**config.mk**
```make
export PLATFORM = sky130hd
export DESIGN_NAME = regfile_writeback
export DESIGN_NICKNAME = d
export VERILOG_FILES = /design/src/rtl/regfile_writeback.sv
export SDC_FILE = /design/constraint.sdc
export NUM_CORES = 1
export LEC_CHECK = 0
export ABC_CLOCK_PERIOD_IN_PS = 15160
export BUFFER_PORTS_ARGS = -buffer_cell sky130_fd_sc_hd__buf_2
export CAP_MARGIN = 20
export CELL_PAD_IN_SITES_DETAIL_PLACEMENT = 2
export CELL_PAD_IN_SITES_GLOBAL_PLACEMENT = 2
export CORE_UTILIZATION = 44
export DETAILED_ROUTE_END_ITERATION = 6
export GPL_TIMING_DRIVEN = 0
export PLACE_DENSITY_LB_ADDON = 0.1
export SETUP_SLACK_MARGIN = 0.5
export SLEW_MARGIN = 25
export SYNTH_ARGS = -nofsm -noshare
export SYNTH_HDL_FRONTEND = slang
export SYNTH_SLANG_ARGS = --single-unit
```
**constraint.sdc**
```tcl
create_clock -name clock -period 15.16 [get_ports clock]
set_input_delay 3.032 -clock clock [delete_from_list [all_inputs] [get_ports clock]]
set_output_delay 3.032 -clock clock [all_outputs]
set_load 0.1 [all_outputs]
```
**src/rtl/regfile_writeback.sv**
```systemverilog
// regfile_writeback: merges ALU results and buffered load returns into one
// registered register-file write stream. Optional: REGFILE_WB_BYPASS_EN.
module regfile_writeback #(
    parameter int FIFO_DEPTH   = 4,
    parameter int STARVE_LIMIT = 4
) (
    input  logic        clock,
    input  logic        reset,
    input  logic        tick_alu_valid,
    output logic        alu_ready,
    input  logic [7:0]  tick_alu_waddr,
    input  logic [31:0] tick_alu_wdata,
    input  logic        tick_load_valid,
    output logic        load_ready,
    input  logic [7:0]  tick_load_waddr,
    input  logic [31:0] tick_load_word,
    input  logic [2:0]  tick_load_funct3,
    input  logic [1:0]  tick_load_offset,
    output logic [7:0]  wb_waddr,
    output logic [31:0] wb_wdata,
    output logic        wb_wren
);

    localparam int PTR_W = (FIFO_DEPTH > 1) ? $clog2(FIFO_DEPTH) : 1;
    localparam int CNT_W = PTR_W + 1;
    localparam int STV_W = (STARVE_LIMIT > 0) ? $clog2(STARVE_LIMIT + 1) : 1;

    typedef struct packed {
        logic [7:0]  waddr;
        logic [31:0] word;
        logic [2:0]  funct3;
        logic [1:0]  offset;
    } load_entry_t;

    load_entry_t fifo_q [FIFO_DEPTH];
    load_entry_t fifo_d [FIFO_DEPTH];

    logic [PTR_W-1:0] wr_ptr_q, wr_ptr_d;
    logic [PTR_W-1:0] rd_ptr_q, rd_ptr_d;
    logic [CNT_W-1:0] count_q, count_d;
    logic [STV_W-1:0] starve_q, starve_d;

    logic [7:0]  wb_waddr_q, wb_waddr_d;
    logic [31:0] wb_wdata_q, wb_wdata_d;
    logic        wb_wren_q, wb_wren_d;

    logic        fifo_empty;
    logic        alu_fire;
    logic        load_fire;
    logic        deq;
    logic        enq;
    logic        bypass;
    load_entry_t head;
    load_entry_t in_entry;

    // Extract byte/half from the aligned word and extend per RV32 funct3.
    function automatic logic [31:0] format_load(
        input logic [31:0] word,
        input logic [2:0]  funct3,
        input logic [1:0]  offset
    );
        logic [7:0]  b;
        logic [15:0] h;
        logic [31:0] r;
        b = word[{offset, 3'b000} +: 8];
        h = offset[1] ? word[31:16] : word[15:0];
        case (funct3)
            3'd0:    r = {{24{b[7]}}, b};
            3'd4:    r = {24'h0, b};
            3'd1:    r = {{16{h[15]}}, h};
            3'd5:    r = {16'h0, h};
            default: r = word;
        endcase
        return r;
    endfunction

    assign fifo_empty = (count_q == '0);
    assign load_ready = (count_q < CNT_W'(FIFO_DEPTH));
    assign alu_ready  = (starve_q != STV_W'(STARVE_LIMIT));
    assign alu_fire   = tick_alu_valid && alu_ready;
    assign load_fire  = tick_load_valid && load_ready;
    assign deq        = !alu_fire && !fifo_empty;

`ifdef REGFILE_WB_BYPASS_EN
    // An idle slot with an empty FIFO lets the incoming load skip the buffer.
    assign bypass = fifo_empty && !alu_fire && load_fire;
`else
    assign bypass = 1'b0;
`endif

    assign enq  = load_fire && !bypass;
    assign head = fifo_q[rd_ptr_q];

    assign in_entry = {tick_load_waddr, tick_load_word,
                       tick_load_funct3, tick_load_offset};

    // Write-slot arbitration: ALU first, then FIFO head, then bypassed load.
    always_comb begin
        logic sel_valid;
        sel_valid  = 1'b0;
        wb_waddr_d = wb_waddr_q;
        wb_wdata_d = wb_wdata_q;
        if (alu_fire) begin
            sel_valid  = 1'b1;
            wb_waddr_d = tick_alu_waddr;
            wb_wdata_d = tick_alu_wdata;
        end else if (deq) begin
            sel_valid  = 1'b1;
            wb_waddr_d = head.waddr;
            wb_wdata_d = format_load(head.word, head.funct3, head.offset);
        end else if (bypass) begin
            sel_valid  = 1'b1;
            wb_waddr_d = in_entry.waddr;
            wb_wdata_d = format_load(in_entry.word, in_entry.funct3,
                                     in_entry.offset);
        end
        wb_wren_d = sel_valid && (wb_waddr_d[4:0] != 5'd0);
    end

    // Load FIFO storage, pointers and occupancy.
    always_comb begin
        fifo_d   = fifo_q;
        wr_ptr_d = wr_ptr_q;
        rd_ptr_d = rd_ptr_q;
        count_d  = count_q;
        if (enq) begin
            fifo_d[wr_ptr_q] = in_entry;
            wr_ptr_d         = wr_ptr_q + PTR_W'(1);
        end
        if (deq) begin
            rd_ptr_d = rd_ptr_q + PTR_W'(1);
        end
        case ({enq, deq})
            2'b10:   count_d = count_q + CNT_W'(1);
            2'b01:   count_d = count_q - CNT_W'(1);
            default: count_d = count_q;
        endcase
    end

    // Count how long a waiting head has been passed over by ALU traffic.
    always_comb begin
        starve_d = starve_q;
        if (fifo_empty || deq) begin
            starve_d = '0;
        end else if (starve_q != STV_W'(STARVE_LIMIT)) begin
            starve_d = starve_q + STV_W'(1);
        end
    end

    // State registers; reset drops queued loads and any pending write.
    always_ff @(posedge clock or posedge reset) begin
        if (reset) begin
            for (int i = 0; i < FIFO_DEPTH; i++) begin
                fifo_q[i] <= '0;
            end
            wr_ptr_q   <= '0;
            rd_ptr_q   <= '0;
            count_q    <= '0;
            starve_q   <= '0;
            wb_waddr_q <= '0;
            wb_wdata_q <= '0;
            wb_wren_q  <= 1'b0;
        end else begin
            fifo_q     <= fifo_d;
            wr_ptr_q   <= wr_ptr_d;
            rd_ptr_q   <= rd_ptr_d;
            count_q    <= count_d;
            starve_q   <= starve_d;
            wb_waddr_q <= wb_waddr_d;
            wb_wdata_q <= wb_wdata_d;
            wb_wren_q  <= wb_wren_d;
        end
    end

    assign wb_waddr = wb_waddr_q;
    assign wb_wdata = wb_wdata_q;
    assign wb_wren  = wb_wren_q;

endmodule

```
==> results.md <==
* Status: finished, final reports clean
* CP required at 15.61 ns
* PnR worst setup slack at 9.75 ns
* Max cap viols at 0
* TritonCTS clock tree: done
* Pin count of the biggest net entering global routing at 101
* Met2 Use GR at 49.6%
* Clock Pin Slew Worst Setup and Hold Paths at 0.06 ns
* Overall Global Routing Usage at 28.1%
* Die height at 159 um
* Final WL at 34600 um
* Finished Cell Area at 12900 um^2
* Footprint of the multi-input gates at 4800 um^2
* Die footprint at 25400 um^2
* Post-CTS Hold Fix Bufs at 0
* R2R cell count at 11
* Post-synth cell types at 49
* H-tree depth at 1
* Mapped cell area at 10900 um^2
* Seq cells post-synth at 231
* CP arrival at 5.86 ns
* Unrepaired setup endpoints after global routing: false
* Port bufs at 131
* Hpwl dp at 24900 um
* Cell count of the worst hold path at 1
* Final #Nets at 1048
* Seq/Total Area, Yosys at 53.0%
* Antenna violations before repair at 2
* Filler cells at 2278
* Storage cell area at 5780 um^2
* Post-Syn Nets at 887
* Met1 usage at 36.0%
* EDFF count, synth at 0
* F_max at 185 MHz
* Commonest non-fill, non-tap cell in the layout: dfrtp_1
* Layer with the highest usage: met2
* Drt initial violations at 393
* Worst slew pin tran at 0.873 ns
* Min-delay src: starve_q[0]
* Die width at 159 um
* Slew margin rel. at 41.8%
* Placer congestion estimate at 0.836
* Tmin final at 5.41 ns
* Post-route ant nets at 0
* FP Rows at 57
* Non-filler cells, final at 1294
* Fin crit share at 35.7%
* GRT met3 Usage at 3.46%
* Clock Skew at 0.0226 ns
* Vias in the first global route at 8696
* Post-synth top flop: dfrtp_1
* DRC viols at 0
* Synthesis Warnings at 0
* CORE AREA at 24300 um^2
* Hold/Removal Path Class: reg2reg
* CP max FO at 10
* R2R Path Start: count_q[0]
* Critical path origin: tick_alu_valid
* Average wire per standard cell at 26.7 um
* Clk sinks at 231
* CP Capture Type: flop
* CP Launch Type: input port
* Area Overhead vs Synth at 18.7%
* Placed cell count at 1247
* # IOs at 132
* First-pass GRT wire length at 53700 um
* Setup violators final at 0
* Vias/cell at 5.82
* Detailed Routing Iterations Pass 1 at 4
* Root buf cell: clkbuf_16
* Synth async-reset ratio at 100%
* Syn Area/Cell at 13.8 um^2
* Kind of critical path: in2reg
* TritonCTS Buffers at 26
* Post CTS Setup Buffer Count at 0
* TNS Setup at 0 ns
* Total gr overflow at 0
* Max Slew Vio Count at 0
* Share of post-route cells with drive strength above 1 at 44.2%
* Post_cts resized at 0
* Final Hold Fails at 0
* Worst-Skew Late Latency at 0.55 ns
* Most frequent cells in the layout: dfrtp_1, mux2_2, buf_2
* Via count at 7534
* Syn Inst Count at 790
* Initial core utilization at 44.8%
* Longest Clk Path Bufs at 3
* Area after DPL at 12000 um^2
* Placement Setup Slack at 9.27 ns
## worst max-delay path, cell delays in order
cell and delay, ns:
buf_2 0.11, a21bo_1 0.35, nand2_1 0.28, inv_1 0.27
clkbuf_1 0.59, ha_1 0.33, inv_1 0.09, fa_1 0.39
xor2_1 0.16, nor2_1 0.11, xnor2_1 0.14
## area by class of cell
class                   count  share of cell area (%)
inverters                  13                   0.435
plain buffers              53                    2.11
diodes                      1                  0.0193
repair buffers            133                    5.49
well taps                 324                    3.13
multi-input cells         493                    37.1
clock inverters             8                    1.10
flip-flops and latches    231                    44.7
clock buffers              38                    5.92
## final timing paths
kind,slack [ns],end
worst min-delay path,0.50,starve_q[0]
worst min register to register,0.50,starve_q[0]
worst max-delay path,9.75,count_q[2]
worst max register to register,11.48,count_q[2]
max in group asynchronous,11.78,fifo_q[123]
min in group asynchronous,2.51,fifo_q[6]
## per-layer routing
layer | part of all wire, % | routed length (um)
met1 | 42 | 14500
met2 | 51 | 17700
met5 | 0.029 | 10
met4 | 3.3 | 1160
met3 | 3.6 | 1230
## synthesized netlist by cell type, types with 2 or more instances
library cell    n  area [um^2]
inv_1          13         48.8
o41ai_1         2         17.5
nand2_1        63          236
mux4_1          8          210
mux2_2        187         2110
xnor2_1         6         52.6
o21ai_1         7         35.0
nand2b_1        4         25.0
mux2i_1        12          120
a311oi_1        3         26.3
and2b_1         2         15.0
clkbuf_1       35          131
a311oi_2       10          150
buf_1           2         7.51
o21ai_0         9         45.0
a22oi_1         9         67.6
buf_2           7         35.0
nor2_1         25         93.8
nor3_1          3         15.0
ha_1            7         87.6
dfrtp_1       231         5780
o22ai_1         8         50.1
a31oi_1        23          144
mux4_2         37          833
o31ai_1         3         22.5
a221oi_1        9         78.8
buf_4           3         22.5
nor2b_1        10         62.6
a21oi_1        28          140
buf_6           5         56.3
## kinds of logic (layout without fill, tap and decap cells)
group,count (synthesis),in the layout,synth area share (%)
buffers and inverters,66,245,2.95
XOR/XNOR,7,7,0.562
AND/OR/NAND/NOR,116,116,4.76
other,0,1,0
flip-flops,231,231,53.0
adder cells (fa/ha/maj),8,8,0.987
multiplexers,244,244,30.0
AO/OA/AOI/OAI,118,118,7.72
## stage by stage
stage	utilization (%)	hold slack, ns
final	53.2	0.499
after global routing	53.2	0.507
after CTS	53.2	0.495
after detailed placement	49.4	0.476
after global placement	49.2	0.456
after floorplan	-	0.443
## registers in the layout, summed over array words and instances (netlist names)
name	cells
count_q	3
fifo_q	180
rd_ptr_q	2
wb_wren	1
starve_q	3
wr_ptr_q	2
wb_waddr	8
wb_wdata	32
Power is not shown: default switching activity piles up to over one toggle a cycle in this logic, so the estimate is an artifact.
